--- config.mk ---
export PLATFORM = sky130hd
export DESIGN_NAME = pcie_wr_hdr_ctrl
export DESIGN_NICKNAME = d
export VERILOG_FILES = /design/src/rtl/pcie_wr_hdr_ctrl.sv
export SDC_FILE = /design/constraint.sdc
export NUM_CORES = 1
export LEC_CHECK = 0
export BUFFER_PORTS_ARGS = -buffer_cell sky130_fd_sc_hd__buf_2
export CORE_UTILIZATION = 47
export CTS_CLUSTER_SIZE = 14
export DETAILED_ROUTE_END_ITERATION = 8
export PLACE_DENSITY_LB_ADDON = 0.05
export SLEW_MARGIN = 20
export SYNTH_ARGS = -nofsm -noshare
export SYNTH_HDL_FRONTEND = slang
export SYNTH_SLANG_ARGS = --single-unit
--- constraint.sdc ---
create_clock -name clk -period 4.1 [get_ports clk]
set_clock_uncertainty 0.15 [all_clocks]
set_input_delay 0.205 -clock clk [delete_from_list [all_inputs] [get_ports clk]]
set_output_delay 0.205 -clock clk [all_outputs]
set_load 0.005 [all_outputs]
--- src/rtl/pcie_wr_hdr_ctrl.sv ---
// pcie_wr_hdr_ctrl
//   Write-request front end. A 96-bit TLP header is loaded through APB
//   (HDR0 @0x0, HDR1 @0x4, HDR2 @0x8; writing HDR2 marks the header valid).
//   A single-beat AXI AW request is captured alongside it. When both are
//   present the decoded header fields and the address go to the TLP builder.
//   The AXI write is then closed with a B response that carries the AW ID.
//   W data is handled elsewhere.
//
// Optional feature (macro PCIE_HDR_READBACK_EN):
//   defined   - APB reads return HDR0/1/2, and 0xC returns {31'b0, hdr_valid}
//   undefined - APB reads return 0 with pslverr=1
//
// Ports
//   clk, rst                 clock, synchronous active-high reset
//   psel/penable/pwrite      APB control
//   paddr[11:0], pwdata      APB address (bits [3:2] decoded) / write data
//   pready, prdata, pslverr  APB response (zero wait states)
//   aw*                      AXI write-address channel (awready out)
//   bvalid/bready/bid/bresp  AXI write-response channel
//   tlp_valid_o/tlp_ready_i  handshake to the TLP builder
//   header_*_o, addr_out     decoded TLP header fields and request address
module pcie_wr_hdr_ctrl #(
  parameter int unsigned ID_WIDTH   = 4,
  parameter int unsigned ADDR_WIDTH = 32
) (
  input  logic                  clk,
  input  logic                  rst,
  // APB
  input  logic                  psel,
  input  logic                  penable,
  input  logic                  pwrite,
  input  logic [11:0]           paddr,
  input  logic [31:0]           pwdata,
  output logic                  pready,
  output logic [31:0]           prdata,
  output logic                  pslverr,
  // AXI AW
  input  logic                  awvalid,
  output logic                  awready,
  input  logic [ID_WIDTH-1:0]   awid,
  input  logic [ADDR_WIDTH-1:0] awaddr,
  input  logic [7:0]            awlen,
  input  logic [2:0]            awsize,
  input  logic [1:0]            awburst,
  // AXI B
  output logic                  bvalid,
  input  logic                  bready,
  output logic [ID_WIDTH-1:0]   bid,
  output logic [1:0]            bresp,
  // TLP builder
  output logic                  tlp_valid_o,
  input  logic                  tlp_ready_i,
  output logic [2:0]            header_fmt_o,
  output logic [4:0]            header_type_o,
  output logic [2:0]            header_tc_o,
  output logic [8:0]            header_length_o,
  output logic [15:0]           header_requestID_o,
  output logic [15:0]           header_completID_o,
  output logic [31:0]           addr_out
);

  typedef enum logic [1:0] {
    S_IDLE = 2'd0,
    S_EMIT = 2'd1,
    S_RESP = 2'd2
  } state_t;

  localparam logic [1:0] BURST_INCR = 2'b01;
  localparam logic [2:0] SIZE_16B   = 3'b100;
  localparam logic [1:0] RESP_OKAY  = 2'b00;
  localparam logic [1:0] RESP_SLV   = 2'b10;

  state_t                state_q, state_d;
  logic [31:0]           hdr0_q, hdr0_d;
  logic [31:0]           hdr1_q, hdr1_d;
  logic [31:0]           hdr2_q, hdr2_d;
  logic                  hdr_valid_q, hdr_valid_d;
  logic                  aw_cap_q, aw_cap_d;
  logic                  aw_err_q, aw_err_d;
  logic [ID_WIDTH-1:0]   awid_q, awid_d;
  logic [ADDR_WIDTH-1:0] awaddr_q, awaddr_d;

  logic       apb_acc;
  logic       apb_wr;
  logic [1:0] apb_idx;
  logic       hdr_wr_ok;
  logic       aw_hs;
  logic       aw_bad;

  assign apb_acc   = psel & penable;
  assign apb_wr    = apb_acc & pwrite;
  assign apb_idx   = paddr[3:2];
  // Header registers are locked while a header is pending; 0xC is not writable.
  assign hdr_wr_ok = apb_wr & (apb_idx != 2'd3) & ~hdr_valid_q;
  assign aw_hs     = awvalid & awready;
  assign aw_bad    = (awlen != 8'd0) | (awburst != BURST_INCR) | (awsize != SIZE_16B);

  // Header registers, AW capture and next state
  always_comb begin
    state_d     = state_q;
    hdr0_d      = hdr0_q;
    hdr1_d      = hdr1_q;
    hdr2_d      = hdr2_q;
    hdr_valid_d = hdr_valid_q;
    aw_cap_d    = aw_cap_q;
    aw_err_d    = aw_err_q;
    awid_d      = awid_q;
    awaddr_d    = awaddr_q;

    if (hdr_wr_ok) begin
      unique case (apb_idx)
        2'd0: hdr0_d = pwdata;
        2'd1: hdr1_d = pwdata;
        2'd2: begin
          hdr2_d      = pwdata;
          hdr_valid_d = 1'b1;
        end
        default: ;
      endcase
    end

    if (aw_hs) begin
      aw_cap_d = 1'b1;
      aw_err_d = aw_bad;
      awid_d   = awid;
      awaddr_d = awaddr;
    end

    unique case (state_q)
      // The next-cycle capture/valid values are used here so that the later of
      // the AW handshake and the HDR2 write leads to EMIT on the following cycle.
      S_IDLE: begin
        if (aw_cap_d) begin
          if (aw_err_d) begin
            state_d = S_RESP;
          end else if (hdr_valid_d) begin
            state_d = S_EMIT;
          end
        end
      end
      S_EMIT: begin
        if (tlp_ready_i) begin
          hdr_valid_d = 1'b0;
          state_d     = S_RESP;
        end
      end
      S_RESP: begin
        if (bready) begin
          aw_cap_d = 1'b0;
          state_d  = S_IDLE;
        end
      end
      default: state_d = S_IDLE;
    endcase
  end

  always_ff @(posedge clk) begin
    if (rst) begin
      state_q     <= S_IDLE;
      hdr0_q      <= '0;
      hdr1_q      <= '0;
      hdr2_q      <= '0;
      hdr_valid_q <= 1'b0;
      aw_cap_q    <= 1'b0;
      aw_err_q    <= 1'b0;
      awid_q      <= '0;
      awaddr_q    <= '0;
    end else begin
      state_q     <= state_d;
      hdr0_q      <= hdr0_d;
      hdr1_q      <= hdr1_d;
      hdr2_q      <= hdr2_d;
      hdr_valid_q <= hdr_valid_d;
      aw_cap_q    <= aw_cap_d;
      aw_err_q    <= aw_err_d;
      awid_q      <= awid_d;
      awaddr_q    <= awaddr_d;
    end
  end

  // Channel outputs
  always_comb begin
    awready     = ~rst & (state_q == S_IDLE) & ~aw_cap_q;
    tlp_valid_o = (state_q == S_EMIT);
    bvalid      = (state_q == S_RESP);
    bid         = bvalid ? awid_q : '0;
    bresp       = (bvalid & aw_err_q) ? RESP_SLV : RESP_OKAY;
  end

  // Decoded header fields
  assign header_fmt_o       = hdr0_q[31:29];
  assign header_type_o      = hdr0_q[28:24];
  assign header_tc_o        = hdr0_q[22:20];
  assign header_length_o    = hdr0_q[8:0];
  assign header_requestID_o = hdr1_q[31:16];
  assign header_completID_o = hdr2_q[31:16];

  if (ADDR_WIDTH >= 32) begin : g_addr_trunc
    assign addr_out = awaddr_q[31:0];
  end else begin : g_addr_ext
    assign addr_out = {{(32-ADDR_WIDTH){1'b0}}, awaddr_q};
  end

  // APB response
  assign pready = 1'b1;

  always_comb begin
    prdata  = '0;
    pslverr = 1'b0;
    if (apb_acc && !rst) begin
      if (pwrite) begin
        pslverr = (apb_idx == 2'd3) | hdr_valid_q;
      end else begin
`ifdef PCIE_HDR_READBACK_EN
        unique case (apb_idx)
          2'd0:    prdata = hdr0_q;
          2'd1:    prdata = hdr1_q;
          2'd2:    prdata = hdr2_q;
          default: prdata = {31'b0, hdr_valid_q};
        endcase
`else
        pslverr = 1'b1;
`endif
      end
    end
  end

  // Header bits that carry no decoded field, and undecoded address bits
  logic unused_bits;
  assign unused_bits = ^{paddr[11:4], paddr[1:0], hdr0_q[23], hdr0_q[19:9],
                         hdr1_q[15:0], hdr2_q[15:0]};

  a_one_hot_out: assert property (@(posedge clk) disable iff (rst)
                                  !(tlp_valid_o && bvalid));
  a_awready_idle: assert property (@(posedge clk) disable iff (rst)
                                   awready |-> !(tlp_valid_o || bvalid));

endmodule

Word level (Yosys, flattened, before mapping)
Index checks and enable logic that the tools add are counted.

storage, ports and cells
  flip-flop bits (word level) = 137
  input port bits = 101
  output and inout port bits = 127

operators by class
  equal/unequal tests = 12
  muxes and demuxes = 18
  bitwise gates (word level) = 14
  reduce and logical (&&, ||, !) cells = 9

operators with widths
  operator              count
  $mux W2               6
  $mux W1               10
  $and A1 B1 Y1         8
  $reduce_bool A8 Y1    1
  $eq A2 B2 Y1 const B  3
  $ne A2 B1 Y1 const B  3
  $ne A3 B3 Y1 const B  2
  $pmux W2 S3           1
  $reduce_and A2 Y1     3
  $eq A2 B1 Y1 const B  2
  $logic_not A2 Y1      2
  $mux W4               1
  $ne A2 B2 Y1 const B  2
  $reduce_and A4 Y1     1
  $not A1 Y1            3
  $or A1 B1 Y1          3
  $logic_and A1 B1 Y1   1
  $logic_not A1 Y1      1

Logic depth before layout (Yosys ltp)
Gate-level depths: netlist (run 1).

  depth after elaboration = 9
  gate-level depth with buffers = 6
  gate-level depth less buffers = 4

Worst setup path after synthesis (run 1)
Ideal clock, no wire load.

  path type = reg2reg
  start = register hdr_valid_q
  end = register hdr0_q[5]
  data arrival time = 1.257 ns
  data required time = 3.815 ns
  setup slack = 2.558 ns
  stages on the path, launching flop included = 6
  path buffers = 1
  clock period less this slack = 1.542 ns
  path through = dfxtp_1 -> nand2b_4 -> or4_1 -> clkbuf_1 -> nand2_1 -> a21oi_1

between the ends
  word-level cells in the longest chain between the ends = 3

RTL lines
  item                                line  text
  from (decl)                         77    logic hdr_valid_q, hdr_valid_d;
  from (signal assigned)              173   hdr_valid_q <= hdr_valid_d;
  $not A1 Y1                          94    assign hdr_wr_ok = apb_wr & (apb_idx != 2'd3) & ~hdr_valid_q;
  $and A1 B1 Y1                       94
  $reduce_and A2 Y1 (no source line)  --
  to (signal assigned)                170   hdr0_q <= hdr0_d;
  to (decl)                           74    logic [31:0] hdr0_q, hdr0_d;

Every way passes these cells.
A chain may end at the register's enable or synchronous reset.

Worst setup path after layout (run 1)
  start = register state_q[1]
  end = register state_q[1]

between the ends
  word-level cells in the longest chain between the ends = 8
  elaborated cells on any way between the ends = 16
  those cells by class = eq/ne: 6; mux: 5; bitwise: 3; reduce/logical: 2

RTL lines
  item                         line      text
  from (decl)                  73        state_t state_q, state_d;
  from (signal assigned)       169       state_q <= state_d;
  $logic_not A2 Y1             129, 183
  $and A1 B1 Y1 (2 in series)  183       awready = ~rst & (state_q == S_IDLE) & ~aw_cap_q;
  $and A1 B1 Y1                95        assign aw_hs = awvalid & awready;
  $mux W1                      122       if (aw_hs) begin
  $mux W2                      134       if (aw_err_d) begin
  $mux W2                      133       if (aw_cap_d) begin
  $pmux W2 S3                  129       unique case (state_q)

Several ways; a longest one is shown, not always the timed one. The select of a mux whose other input is x is not followed.

==> results.toml, run 1 <==
[sta]
report.final.slew_viol_count = 0
setup_total_negative_slack_ns = 0
timing.slew.headroom = 0.288
post-route-period-util = 0.502
rsz_0062_raised_after_global_routing = "false"
setup_viol_count_final = 0
hold_viol_final = 0
fmax_mhz = 485
worstMarginPinSlew_ns = 1.07
layout_min_cycle_time_ns = 2.06

[detailed_routing]
avgRoutedWirePerCell_um = 12.6
routed-via-count = 3540
route.detailed.drc = 0
dr_vias_cell = 4.63
drt_iter0_markers = 126
sum_of_routed_wire_length_over_all_layers_mm = 9.65
antenna_left = 0
drt-pass1-iter-count = 4

[clock_network]
numClockSinks = 93
cts.reportedPaths.clkPinSlew_ns = 0.08
cts_buffers = 9
clock_tree_from_tritoncts = "built"
post_cts.resized_instances = 0
cts_buffer_depth = 2
clock_latency_ns = 0.34
clock_tree.htree_level_count = 3
clockRootBuffer = "clkbuf_8"

[global_route]
grtUsageMet2 = 0.402
grt_pass1_vias = 3295
antenna_found_initial = 0
globalRouteMet3Util = 0.0506
grt_busiest_layer = "met2"
overall_overflow_remaining_after_global_route = 0
grt_max_degree = 95
grt_util_met1 = 0.278
groute.usage.overall = 0.230
first_pass_grt_wire_length_mm = 15.6

[logic_synthesis]
post-synth-top-count-cell = "nand2_1"
number_of_synthesized_flops_with_an_enable_pin = 0
ys_dominant_reg_cell = "dfxtp_1"
netlist_top_cells_count = "116 x nand2_1, 93 x dfxtp_1, 40 x a21oi_1, 38 x nor2_1, 35 x buf_4"
synth_area_leaders = "dfxtp_1 49%, nand2_1 11%, mux2i_1 8.4%"
ys_types = 38
synth_top_area_share = 0.488
yosys_register_bits = 93
syn-cell-area_um2 = 3820
synth_area_per_cell_um2 = 8.83
portion_of_the_post_synthesis_area_used_by_sequential_elements = 0.488
synthArstFlopShare = 0
synthesis.instances = 432
post-synth-top-area-cell = "dfxtp_1"
yosysWarnings = 0

[worst_setup_path]
timing.critical_path.arrival_ns = 2.10
required_time_reported_for_the_critical_path_endpoint_ns = 4.14
end_kind = "flop"
cell_depth_of_the_worst_flop_to_flop_path = 4
setup.worst_path.start_class = "flop"
ff2ff_setup_slack_ns = 2.04
timing.critical_path.fanout_max = 37
timing.rr.start = "state_q[1]"
r2r_end = "state_q[1]"
critPathKind = "flop to flop"

[power_and_ir_drop]
worst_ir_drop_vdd_v = 0.000205
powerDensity_nw_per_um2 = 343
report.power.total_w = 0.00185
total_leakage_power_nw = 2.47

[floorplanning]
io_pins = 228
floorplan.initialDensity = 0.489
fp.coreArea_um2 = 7810
chipWidth_um = 92.1
fp.dieH_um = 92.1
floorplan.rows = 32
area_of_the_die_um2 = 8480

[final_layout]
layout_cell_share_with_drive_strength_beyond_1 = 0.334
final_util = 0.692
antennaDiodeCount = 0
finish.instance_area_um2 = 5410
fin_nets = 758
syn2layout_area_growth_pct = 41.6

[run]
count_of_max_cap_constraint_violations = 0

[placed_design]
dpl-instance-area_um2 = 4560
place_hpwl_mm = 6.18
io_buffers = 176
place_congestion = 0.762

[hold_path]
whs_endpoint = "state_q[1]"
hold_path.class = "primary input to flop"
hp-start = "tlp_ready_i"
min_delay_path_depth = 3

[status]
run_status = "completed"
-- worst max path at each step --
stage / depth (start not counted) / end / start
6_report: 4 / state_q[1] / state_q[1]
5_1_grt: 4 / state_q[1] / state_q[1]
4_1_cts: 4 / state_q[1] / state_q[1]
3_5_place_dp: 4 / state_q[1] / state_q[1]
3_3_place_gp: 4 / state_q[1] / state_q[1]
2_1_floorplan: 5 / hdr0_q[5] / hdr_valid_q
-- stage by stage --
stage / setup slack [ns] / hold WS [ns] / std cells
after floorplan: 2.56 / 0.147 / 464
after global placement: 2.03 / 0.261 / 686
after detailed placement: 2.01 / 0.267 / 686
after CTS: 2.00 / 0.0275 / 764
after global routing: 1.88 / 0.0399 / 764
final: 2.04 / 0.0364 / 764
-- registers in the layout, indices dropped and copies added, names as in the netlist --
name,cells
state_q,2
aw_err_q,1
addr_out,32
hdr0_q,20
aw_cap_q,1
hdr1_q,16
awid_q,4
hdr_valid_q,1
hdr2_q,16
-- layout by cell type (no fill, tap or decap), types with 2 or more instances in the layout --
cell / Yosys / layout
buf_2: 2 / 175
nand2_1: 116 / 116
dfxtp_1: 93 / 93
dlygate4sd3_1: 0 / 62
a21oi_1: 40 / 40
nor2_1: 38 / 38
conb_1: 2 / 34
mux2i_1: 32 / 32
a21oi_2: 17 / 17
clkbuf_8: 0 / 9
and2_1: 5 / 5
buf_4: 35 / 4
nor2b_1: 3 / 3
nor3_1: 3 / 3
nand3_1: 2 / 2
inv_1: 2 / 2
clkinv_2: 0 / 2
inv_6: 0 / 2
bufinv_16: 0 / 2
-- critical path, cell delays in order, from the launching register on --
cell and delay (ns):
dfxtp_1 0.38, nor4_4 0.35, nand2_2 0.47, nor3_2 0.41, o32ai_1 0.13
-- layer usage --
metal / vias up / part of all wire
met5: - / 0
met4: 0 / 0.017
met2: 134 / 0.49
met1: 1600 / 0.43
li1: 1790 / -
met3: 16 / 0.061
-- final cells by class --
type | instances | area [µm²]
Timing Repair Buffer | 241 | 1530
Multi-Input combinational cell | 310 | 1660
Tap cell | 102 | 128
Inverter | 2 | 7.51
Clock inverter | 7 | 96.3
Fill cell | 664 | 2400
Sequential cell | 93 | 1860
Clock buffer | 9 | 124
-- timing repair --
item,CTS,global route
hold buffers,62,0
hold endpoints to repair,89,0
setup buffers,0,0
-- cell families after synthesis --
family / after synthesis / synth area share
buffers and inverters: 61 / 0.112
multiplexers: 32 / 0.0839
flip-flops: 93 / 0.488
AO/OA/AOI/OAI: 65 / 0.110
other: 2 / 0.00197
AND/OR/NAND/NOR: 179 / 0.205
-- power by group --
group          switching [W]  internal (W)
logic               0.000118      0.000118
registers          0.0000155      0.000932
clock network       0.000322      0.000347
total               0.000456       0.00140
(Power assumes the default switching activity.)
==> inputs of run 2 (changes only) <==
- ABC_AREA: not set -> 1
- CORE_UTILIZATION: 47 -> 39
- clock period: 4.1 -> 1.68 ns (I/O delays scaled with it)
==> results.toml, run 2 <==
[logic_synthesis]
ys_types = 25
ys_dominant_reg_cell = "dfxtp_1"
synthArstFlopShare = 0
synth_area_leaders = "dfxtp_1 50%, nor2_1 12%, nand2_1 8.2%"
post-synth-top-area-cell = "dfxtp_1"
post-synth-top-count-cell = "nor2_1"
yosys_register_bits = 93
syn-cell-area_um2 = 3690
portion_of_the_post_synthesis_area_used_by_sequential_elements = 0.504
synth_top_area_share = 0.504
synth_area_per_cell_um2 = 7.53
netlist_top_cells_count = "122 x nor2_1, 93 x dfxtp_1, 81 x nand2_1, 55 x o21ai_0, 39 x a21oi_1"
number_of_synthesized_flops_with_an_enable_pin = 0
synthesis.instances = 491
yosysWarnings = 0

[sta]
hold_viol_final = 0
post-route-period-util = 0.930
setup_viol_count_final = 0
rsz_0062_raised_after_global_routing = "true"
setup_total_negative_slack_ns = 0
layout_min_cycle_time_ns = 1.56
report.final.slew_viol_count = 0
fmax_mhz = 640
post-route-worst-setup-slack_ns = 0.117

[global_route]
overall_overflow_remaining_after_global_route = 0
first_pass_grt_wire_length_mm = 15.9
antenna_found_initial = 0
grt_util_met1 = 0.235
globalRouteMet3Util = 0.0443
groute.usage.overall = 0.201
grt_busiest_layer = "met2"
grtUsageMet2 = 0.361
grt_pass1_vias = 3511
grt_max_degree = 57

[hold_path]
hp-start = "awlen[6]"
hold_path.class = "primary input to flop"

[clock_network]
clockRootBuffer = "clkbuf_8"
cts_buffer_depth = 2
cts.reportedPaths.clkPinSlew_ns = 0.08
numClockSinks = 93
post_cts_setup_buffers = 0
clock_tree_from_tritoncts = "built"
cts_buffers = 9
clock_tree.htree_level_count = 3
clock_latency_ns = 0.34

[worst_setup_path]
timing.critical_path.fanout_max = 36
timing.critical_path.max_delay_family = "buffers and inverters"
end_kind = "primary output"
crit_path_start = "rst"
critPathKind = "primary input to primary output"
setup.worst_path.start_class = "primary input"
crit_path_max_incr_delay_ns = 0.53
path_common_cell = "buf_2"
timing.rr.start = "state_q[1]"
timing.critical_path.arrival_ns = 1.33
cp_num_buf_inv = 4
critical_path.slowest_cell = "dlygate4sd3_1"
required_time_reported_for_the_critical_path_endpoint_ns = 1.45
crit_chain = "dlygate4sd3_1 -> buf_2 -> buf_6 -> nor3b_1 -> buf_2"

[floorplanning]
floorplan.rows = 35
area_of_the_die_um2 = 9870
floorplan.initialDensity = 0.402
fp.coreArea_um2 = 9200
fp.dieH_um = 99.3
io_pins = 228
chipWidth_um = 99.3

[final_layout]
syn2layout_area_growth_pct = 47.5
layout_cell_share_with_drive_strength_beyond_1 = 0.296
fill_cells = 886
most-common-layout-cells = "176 x buf_2, 122 x nor2_1, 93 x dfxtp_1, 81 x nand2_1, 65 x dlygate4sd3_1"
final_util = 0.593
final-instance-count-excl-fill = 845
largest_register_ff_count = 32
fin_nets = 831
antennaDiodeCount = 0
final_common_cell = "buf_2"

[placed_design]
place_hpwl_mm = 6.66
place_congestion = 0.754
io_buffers = 176
instance_count_after_placement_with_tap_cells_included = 765
preCtsSetupSlack_ns = 0.154

[detailed_routing]
route.detailed.drc = 0
routed-via-count = 3787
drt_iter0_markers = 81
dr_vias_cell = 4.48
avgRoutedWirePerCell_um = 11.7
antenna_left = 0
sum_of_routed_wire_length_over_all_layers_mm = 9.89
drt-pass1-iter-count = 4

[status]
run_status = "completed"

[run]
count_of_max_cap_constraint_violations = 0

[power_and_ir_drop]
total_leakage_power_nw = 2.63
worst_ir_drop_vdd_v = 0.000486
powerDensity_nw_per_um2 = 916
## run 2: cell types whose count changed after synthesis, moves of 17 or more
cell	before	now
a21oi_2	17	0
inv_1	2	19
nor2_1	38	122
nand2_1	116	81
o21ai_0	1	55
mux2i_1	32	0
## run 2: stage by stage
stage / power [W] / instance area (µm²) / hold slack [ns]
finish: 0.00499 / 5450 / 0.0247
global route: 0.00531 / 5450 / 0.0735
CTS: 0.00504 / 5440 / 0.0119
detailed placement: 0.00341 / 4590 / 0.141
global placement: 0.00340 / 4590 / 0.138
floorplan: 0.00309 / 3810 / 0.0264
## run 2: worst min-delay path: cells and delay by family
family / cells / cell delay (ns)
buffers and inverters: 1 / 0.07
AND/OR/NAND/NOR: 6 / 0.33
## run 2: final cells by class
class,count,area [µm²],area share
Inverter,22,86.3,0.0158
Timing Repair Buffer,255,1670,0.306
Multi-Input combinational cell,349,1500,0.275
Clock inverter,5,58.8,0.0108
Tap cell,111,139,0.0255
Sequential cell,93,1860,0.342
Clock buffer,10,138,0.0253
## run 2: cells by family (layout without fill, tap and decap cells)
logic type | Yosys count | in the layout | share of synthesized area
buffers and inverters | 81 | 292 | 0.123
AND/OR/NAND/NOR | 215 | 215 | 0.234
AO/OA/AOI/OAI | 100 | 100 | 0.138
flip-flops | 93 | 93 | 0.504
other | 2 | 34 | 0.00203
## run 2: per-layer routing
metal / part of all wire / routed length [µm]
met4: 0.018 / 174
met5: 0 / 0
met3: 0.064 / 630
met1: 0.43 / 4280
met2: 0.49 / 4810
## run 2: final timing paths
| check | endpoint | slack, ns | depth (start not counted) |
|---|---|---|---|
| hold reg to reg | awid_q[2] | 0.31 | 2 |
| hold / removal | aw_err_q | 0.02 | 7 |
| setup / recovery | pslverr | 0.12 | 5 |
| setup reg to reg | addr_out[10] | 0.15 | 6 |
## run 2: repair_timing
action,CTS,global route
gates resized for setup,0,4
setup endpoints to repair,0,5
hold buffers,65,0
hold endpoints to repair,92,0
## run 2: power breakdown
group          internal [W]  total [W]  switching (W)  leakage, nW
clock              0.000724    0.00150       0.000781       0.0948
sequential          0.00235    0.00243      0.0000826        0.755
combinational      0.000492    0.00105       0.000562         1.78
